<file path="src/rtl/mesh_router_vc.sv">
// 5-port (L,N,S,E,W) wormhole mesh router: per-input FIFOs, XY routing, credit flow control,
// round-robin switch allocation with packet locking, and a sticky error flag.
module mesh_router_vc #(
  parameter int FLIT_W    = 32,
  parameter int ADDR_W    = 2,
  parameter int BUF_DEPTH = 4,
  parameter int MY_X      = 0,
  parameter int MY_Y      = 0
) (
  input  logic                clk,
  input  logic                rst_n,
  input  logic [5*FLIT_W-1:0] in_flit,
  input  logic [4:0]          in_valid,
  output logic [4:0]          credit_out,
  output logic [5*FLIT_W-1:0] out_flit,
  output logic [4:0]          out_valid,
  input  logic [4:0]          credit_in,
  output logic                err
);

  localparam int NP    = 5;
  localparam int PTR_W = (BUF_DEPTH > 1) ? $clog2(BUF_DEPTH) : 1;
  localparam int CNT_W = $clog2(BUF_DEPTH + 1);
  localparam logic [CNT_W-1:0]  DEPTH_C = CNT_W'(BUF_DEPTH);
  localparam logic [ADDR_W-1:0] MY_XA   = ADDR_W'(MY_X);
  localparam logic [ADDR_W-1:0] MY_YA   = ADDR_W'(MY_Y);

  typedef enum logic [2:0] {PORT_L, PORT_N, PORT_S, PORT_E, PORT_W} port_e;
  typedef enum logic [1:0] {FT_SINGLE, FT_HEAD, FT_BODY, FT_TAIL} flitType_e;

  logic [FLIT_W-1:0] mem [NP][BUF_DEPTH];
  logic [PTR_W-1:0]  rdPtr [NP];
  logic [PTR_W-1:0]  wrPtr [NP];
  logic [CNT_W-1:0]  fill [NP];
  port_e             heldRoute [NP];
  logic [CNT_W-1:0]  credit [NP];
  logic [NP-1:0]     locked;
  logic [2:0]        lockOwner [NP];
  logic [2:0]        rrPtr [NP];

  logic [FLIT_W-1:0] headFlit [NP];
  port_e             curRoute [NP];
  logic [NP-1:0]     notEmpty, full, wrOk, isHead, isTail, uTurn, deq, send;
  logic [2:0]        sendSrc [NP];

  function automatic port_e xyRoute(input logic [FLIT_W-1:0] f);
    logic [ADDR_W-1:0] dx, dy;
    dx = f[FLIT_W-9 -: ADDR_W];
    dy = f[FLIT_W-9-ADDR_W -: ADDR_W];
    if (dx > MY_XA)      return PORT_E;
    else if (dx < MY_XA) return PORT_W;
    else if (dy > MY_YA) return PORT_N;
    else if (dy < MY_YA) return PORT_S;
    else                 return PORT_L;
  endfunction

  function automatic logic [PTR_W-1:0] nextPtr(input logic [PTR_W-1:0] p);
    return (p == PTR_W'(BUF_DEPTH - 1)) ? '0 : p + PTR_W'(1);
  endfunction

  always_comb begin
    for (int unsigned i = 0; i < NP; i++) begin
      headFlit[i] = mem[i][rdPtr[i]];
      notEmpty[i] = (fill[i] != '0);
      full[i]     = (fill[i] == DEPTH_C);
      wrOk[i]     = in_valid[i] && !full[i];
      isHead[i]   = (headFlit[i][FLIT_W-1 -: 2] == FT_SINGLE) || (headFlit[i][FLIT_W-1 -: 2] == FT_HEAD);
      isTail[i]   = (headFlit[i][FLIT_W-1 -: 2] == FT_SINGLE) || (headFlit[i][FLIT_W-1 -: 2] == FT_TAIL);
      // body/tail flits follow the route latched when their head left
      curRoute[i] = isHead[i] ? xyRoute(headFlit[i]) : heldRoute[i];
      uTurn[i]    = notEmpty[i] && (curRoute[i] == 3'(i));
    end
  end

  always_comb begin
    for (int unsigned o = 0; o < NP; o++) begin
      logic            found;
      logic [2:0]      src;
      int unsigned     idx;
      found = 1'b0;
      src   = '0;
      idx   = 0;
      if (locked[o]) begin
        if (notEmpty[lockOwner[o]] && (curRoute[lockOwner[o]] == 3'(o))) begin
          found = 1'b1;
          src   = lockOwner[o];
        end
      end else begin
        for (int unsigned k = 0; k < NP; k++) begin
          idx = (32'(rrPtr[o]) + k) % NP;
          if (!found && notEmpty[idx] && isHead[idx] && !uTurn[idx] && (curRoute[idx] == 3'(o))) begin
            found = 1'b1;
            src   = 3'(idx);
          end
        end
      end
      send[o]    = found && (credit[o] != '0);
      sendSrc[o] = src;
    end
    deq = uTurn;
    for (int unsigned o = 0; o < NP; o++)
      if (send[o]) deq[sendSrc[o]] = 1'b1;
  end

  always_ff @(posedge clk) begin
    if (!rst_n) begin
      for (int unsigned i = 0; i < NP; i++) begin
        rdPtr[i]     <= '0;
        wrPtr[i]     <= '0;
        fill[i]      <= '0;
        heldRoute[i] <= PORT_L;
        credit[i]    <= DEPTH_C;
        lockOwner[i] <= '0;
        rrPtr[i]     <= '0;
      end
      locked     <= '0;
      out_flit   <= '0;
      out_valid  <= '0;
      credit_out <= '0;
      err        <= 1'b0;
    end else begin
      for (int unsigned i = 0; i < NP; i++) begin
        if (wrOk[i]) begin
          mem[i][wrPtr[i]] <= in_flit[i*FLIT_W +: FLIT_W];
          wrPtr[i]         <= nextPtr(wrPtr[i]);
        end
        if (deq[i]) rdPtr[i] <= nextPtr(rdPtr[i]);
        fill[i] <= fill[i] + CNT_W'(wrOk[i]) - CNT_W'(deq[i]);
        if (deq[i] && isHead[i]) heldRoute[i] <= curRoute[i];
      end

      // a full FIFO always overflows, even if it is read on the same edge
      if ((|(in_valid & full)) || (|uTurn)) err <= 1'b1;
      credit_out <= deq;

      for (int unsigned o = 0; o < NP; o++) begin
        out_valid[o] <= send[o];
        if (send[o]) begin
          out_flit[o*FLIT_W +: FLIT_W] <= headFlit[sendSrc[o]];
          if (!locked[o]) rrPtr[o] <= (sendSrc[o] == 3'd4) ? 3'd0 : sendSrc[o] + 3'd1;
          if (isTail[sendSrc[o]]) begin
            locked[o] <= 1'b0;
          end else if (isHead[sendSrc[o]]) begin
            locked[o]    <= 1'b1;
            lockOwner[o] <= sendSrc[o];
          end
        end
        case ({send[o], credit_in[o]})
          2'b10:   credit[o] <= credit[o] - CNT_W'(1);
          2'b01:   if (credit[o] < DEPTH_C) credit[o] <= credit[o] + CNT_W'(1);
          default: ;
        endcase
      end
    end
  end

endmodule
</file>
<file path="config.mk">
export PLATFORM = sky130hd
export DESIGN_NAME = mesh_router_vc
export DESIGN_NICKNAME = d
export VERILOG_FILES = /design/src/rtl/mesh_router_vc.sv
export SDC_FILE = /design/constraint.sdc
export NUM_CORES = 2
export LEC_CHECK = 0
export BUFFER_PORTS_ARGS = -buffer_cell sky130_fd_sc_hd__buf_2
export CORE_MARGIN = 1
export CORE_UTILIZATION = 51
export DETAILED_ROUTE_END_ITERATION = 6
export GPL_TIMING_DRIVEN = 1
export HOLD_SLACK_MARGIN = 0.1
export PLACE_DENSITY = 0.69
export SLEW_MARGIN = 20
export SYNTH_ARGS = -nofsm -noshare
export SYNTH_HDL_FRONTEND = slang
export SYNTH_SLANG_ARGS = --single-unit
</file>
<file path="constraint.sdc">
create_clock -name clk -period 7.64 [get_ports clk]
set_clock_uncertainty 0.1 [all_clocks]
set_input_delay 0.382 -clock clk [delete_from_list [all_inputs] [get_ports clk]]
set_output_delay 0.382 -clock clk [all_outputs]
set_load 0.02 [all_outputs]
</file>
==> run_results.csv <==
group,metric,value,unit
clock_tree,ctsRootBufferMaster,"clkbuf_16",
timing,maxSlewViolCount,0,
finish,final_cell_mix,"714 x edfxtp_1, 426 x nand2_1, 341 x buf_2",
die,die_x,306,um
finish,nFillCells,7329,
die,die-area,93700,um2
detailed_routing,drc_errors,17,
logic_synthesis,synth.distinct_cells,107,
clock_tree,cts_tree,"yes",
worst_setup_path,end_kind,"flip-flop",
logic_synthesis,synth_edf_count,714,
clock_tree,clock_sinks,905,
clock_tree,htreeDepth,3,
logic_synthesis,ys_ff_latch,905,
timing,hold_viol,0,
finish,syn2layout_area_growth,16.8,%
die,die_h,306,um
logic_synthesis,yosysTopAreaCell,"edfxtp_1",
global_route,antenna_found_initial,13,
logic_synthesis,synth-seq-area-share,53.6,%
worst_setup_path,cpPeakStageDelay,0.54,ns
placed_design,dp.final_hpwl,122,mm
logic_synthesis,syn-num-nets,4336,
logic_synthesis,ys.flop_type,"edfxtp_1",
global_route,grt_first_pass_wirelength,250,mm
die,fp-row-count,111,
placed_design,portBuffers,342,
logic_synthesis,avgSynthCellArea,11.7,um2
finish,final_cells,5761,
timing,setup_viol_count_final,0,
worst_setup_path,critPathMaxFanout,14,
timing,rsz0062_at_grt,"no",
timing,max_freq,140,MHz
worst_setup_path,startpoint_type,"flip-flop",
worst_setup_path,critical_path.slowest_cell,"edfxtp_1",
logic_synthesis,ys_warn_count,0,
detailed_routing,vias,38919,
logic_synthesis,syn_inst,4036,
clock_tree,cts_buffers,92,
finish,layout.nets,4790,
worst_setup_path,arrival,7.56,ns
timing,fin_setup_tns,0,ns
detailed_routing,wl_per_cell,30.0,um
run_status,status,"finished, violations left",
global_route,grt_overflow,0,
finish,final_common_cell,"edfxtp_1",
job,maxCapViolCount,0,
clock_tree,clock_latency,0.71,ns
detailed_routing,drt-initial-drc-count,5271,
detailed_routing,postRouteWirelength,173,mm
die,core_region_area,91700,um2
global_route,grt_pass1_vias,37152,
placed_design,place_congestion,1.06,
logic_synthesis,yosysTopAreaCellShare,45.5,%
placed_design,place_inst,5416,
timing,finalCritPeriodShare,93.6,%
run_status,violations,"DRC",
placed_design,place_area,50300,um2
timing,slew_headroom,27.2,%
timing,whs,0.142,ns
global_route,track_usage,36.3,%
finish,drive_gt1_share,20.3,%
worst_setup_path,path_class,"flip-flop to flip-flop",
logic_synthesis,synth_area_leaders,"edfxtp_1 45%, dfxtp_1 8.1%, mux4_2 7.5%",
worst_setup_path,cp_data_required_time,8.05,ns
clock_tree,clkSlewWorstSetupHoldPaths,0.06,ns
detailed_routing,via_per_inst,6.76,
clock_tree,cts_buffer_depth,3,
global_route,grt_max_degree,71,
timing,layout_min_cycle_time,7.15,ns
timing,tightestPinTransition,1.08,ns
hold_path,worstHoldPathType,"primary input to flip-flop",
logic_synthesis,synthesis.area,47200,um2
logic_synthesis,synthArstFlopShare,0,%
detailed_routing,drt_first_pass_iters,7,
die,initial_core_util,51.5,%
die,ios,343,
detailed_routing,ant_nets,0,
finish,fin_area,55100,um2
-- routing by layer --
layer | up-vias | part of all wire (%) | wire [um] | track usage (%)
met5 | - | 0.062 | 107 | 0
met4 | 20 | 8.7 | 15000 | 26.4
met3 | 693 | 9.4 | 16400 | 7.82
met2 | 2602 | 47 | 81500 | 59.0
met1 | 18923 | 35 | 60100 | 42.9
li1 | 16681 | - | - | -
-- worst max-delay path: cells and delay by family, from the launching register on --
family                     cells  cell delay [ns]
AOI/OAI and AO/OA              6             1.36
xor gates and xnor gates       2             0.30
adders and majority gates      7             1.77
buffers and inverters          7             0.88
DFF                            1             0.54
and+or+nand+nor                9             2.03
-- worst paths after layout --
| kind | endpoint | start | slack (ns) | depth (start not counted) |
|---|---|---|---|---|
| min | err | in_valid[0] | 0.14 | 5 |
| max reg2reg | fill[0][8] | rrPtr[0][10] | 0.49 | 31 |
| max | fill[0][8] | rrPtr[0][10] | 0.49 | 31 |
| min reg2reg | out_flit[22] | out_flit[22] | 0.35 | 2 |
-- layout make-up --
| class | count | area [um2] | area share [%] |
|---|---|---|---|
| well taps | 1186 | 1480 | 2.69 |
| inverters | 127 | 487 | 0.883 |
| flip-flops and latches | 905 | 25300 | 45.8 |
| clock inverters | 55 | 594 | 1.08 |
| diodes | 6 | 15.0 | 0.0272 |
| multi-input cells | 2707 | 20200 | 36.7 |
| clock buffers | 118 | 2510 | 4.56 |
| repair buffers | 657 | 4520 | 8.20 |
-- flip-flops by register name (all words and copies together) (netlist names) --
name        flops
heldRoute      15
credit         15
rdPtr          10
out_valid       5
rrPtr           9
lockOwner      15
out_flit      160
err             1
mem           640
fill           15
locked          5
credit_out      5
wrPtr          10
-- kinds of logic (layout without fill, tap and decap cells) --
family	count (synthesis)	count (layout)	share of synthesized area, %
adders and majority gates	128	128	3.55
DFF	905	905	53.6
buffers and inverters	424	957	3.69
muxes	227	227	9.06
and+or+nand+nor	1219	1219	12.7
other	0	6	0
AOI/OAI and AO/OA	1094	1094	16.7
xor gates and xnor gates	39	39	0.740
-- synth_stat cells (11+ instances only) --
cell type	count
edfxtp_1	714
nand2_1	426
a21oi_1	267
clkbuf_1	220
nor2_1	207
dfxtp_1	191
mux4_2	158
nand3_1	147
a211oi_1	128
inv_1	120
ha_1	118
o21ai_0	115
nor3_1	93
and3_1	82
a22o_1	67
a22oi_1	57
mux2i_1	51
and2_1	46
a31oi_1	45
a211o_1	44
xnor2_1	35
nand4_1	33
a311o_1	32
a2111oi_0	31
buf_2	27
o311ai_0	25
buf_4	24
nand2b_1	24
or3_1	24
buf_1	23
o22ai_1	23
o211ai_1	22
a311oi_1	19
nor2b_1	19
mux2_2	18
or2_2	18
a32o_1	16
nor4_1	15
a21o_1	14
a21oi_2	13
nor3b_1	13
o221ai_1	13
o21a_1	11
o221a_2	11
-- through the flow --
stage | utilization [%] | setup WS [ns]
2_1_floorplan | - | 1.03
3_3_place_gp | 54.9 | 0.581
3_5_place_dp | 54.9 | 0.404
4_1_cts | 60.1 | 0.378
5_1_grt | 60.1 | 0.0408
6_report | 60.1 | 0.488
-- repair_timing --
item	in CTS	in global routing
resized for setup	0	2
setup endpoints to repair	0	18
endpoints found under the hold margin	672	0
hold buffers	165	0
setup buffers	0	1
Power is left out: the tool's default activity adds up to more than one toggle a clock period on the data nets, which glitch-free logic cannot reach.
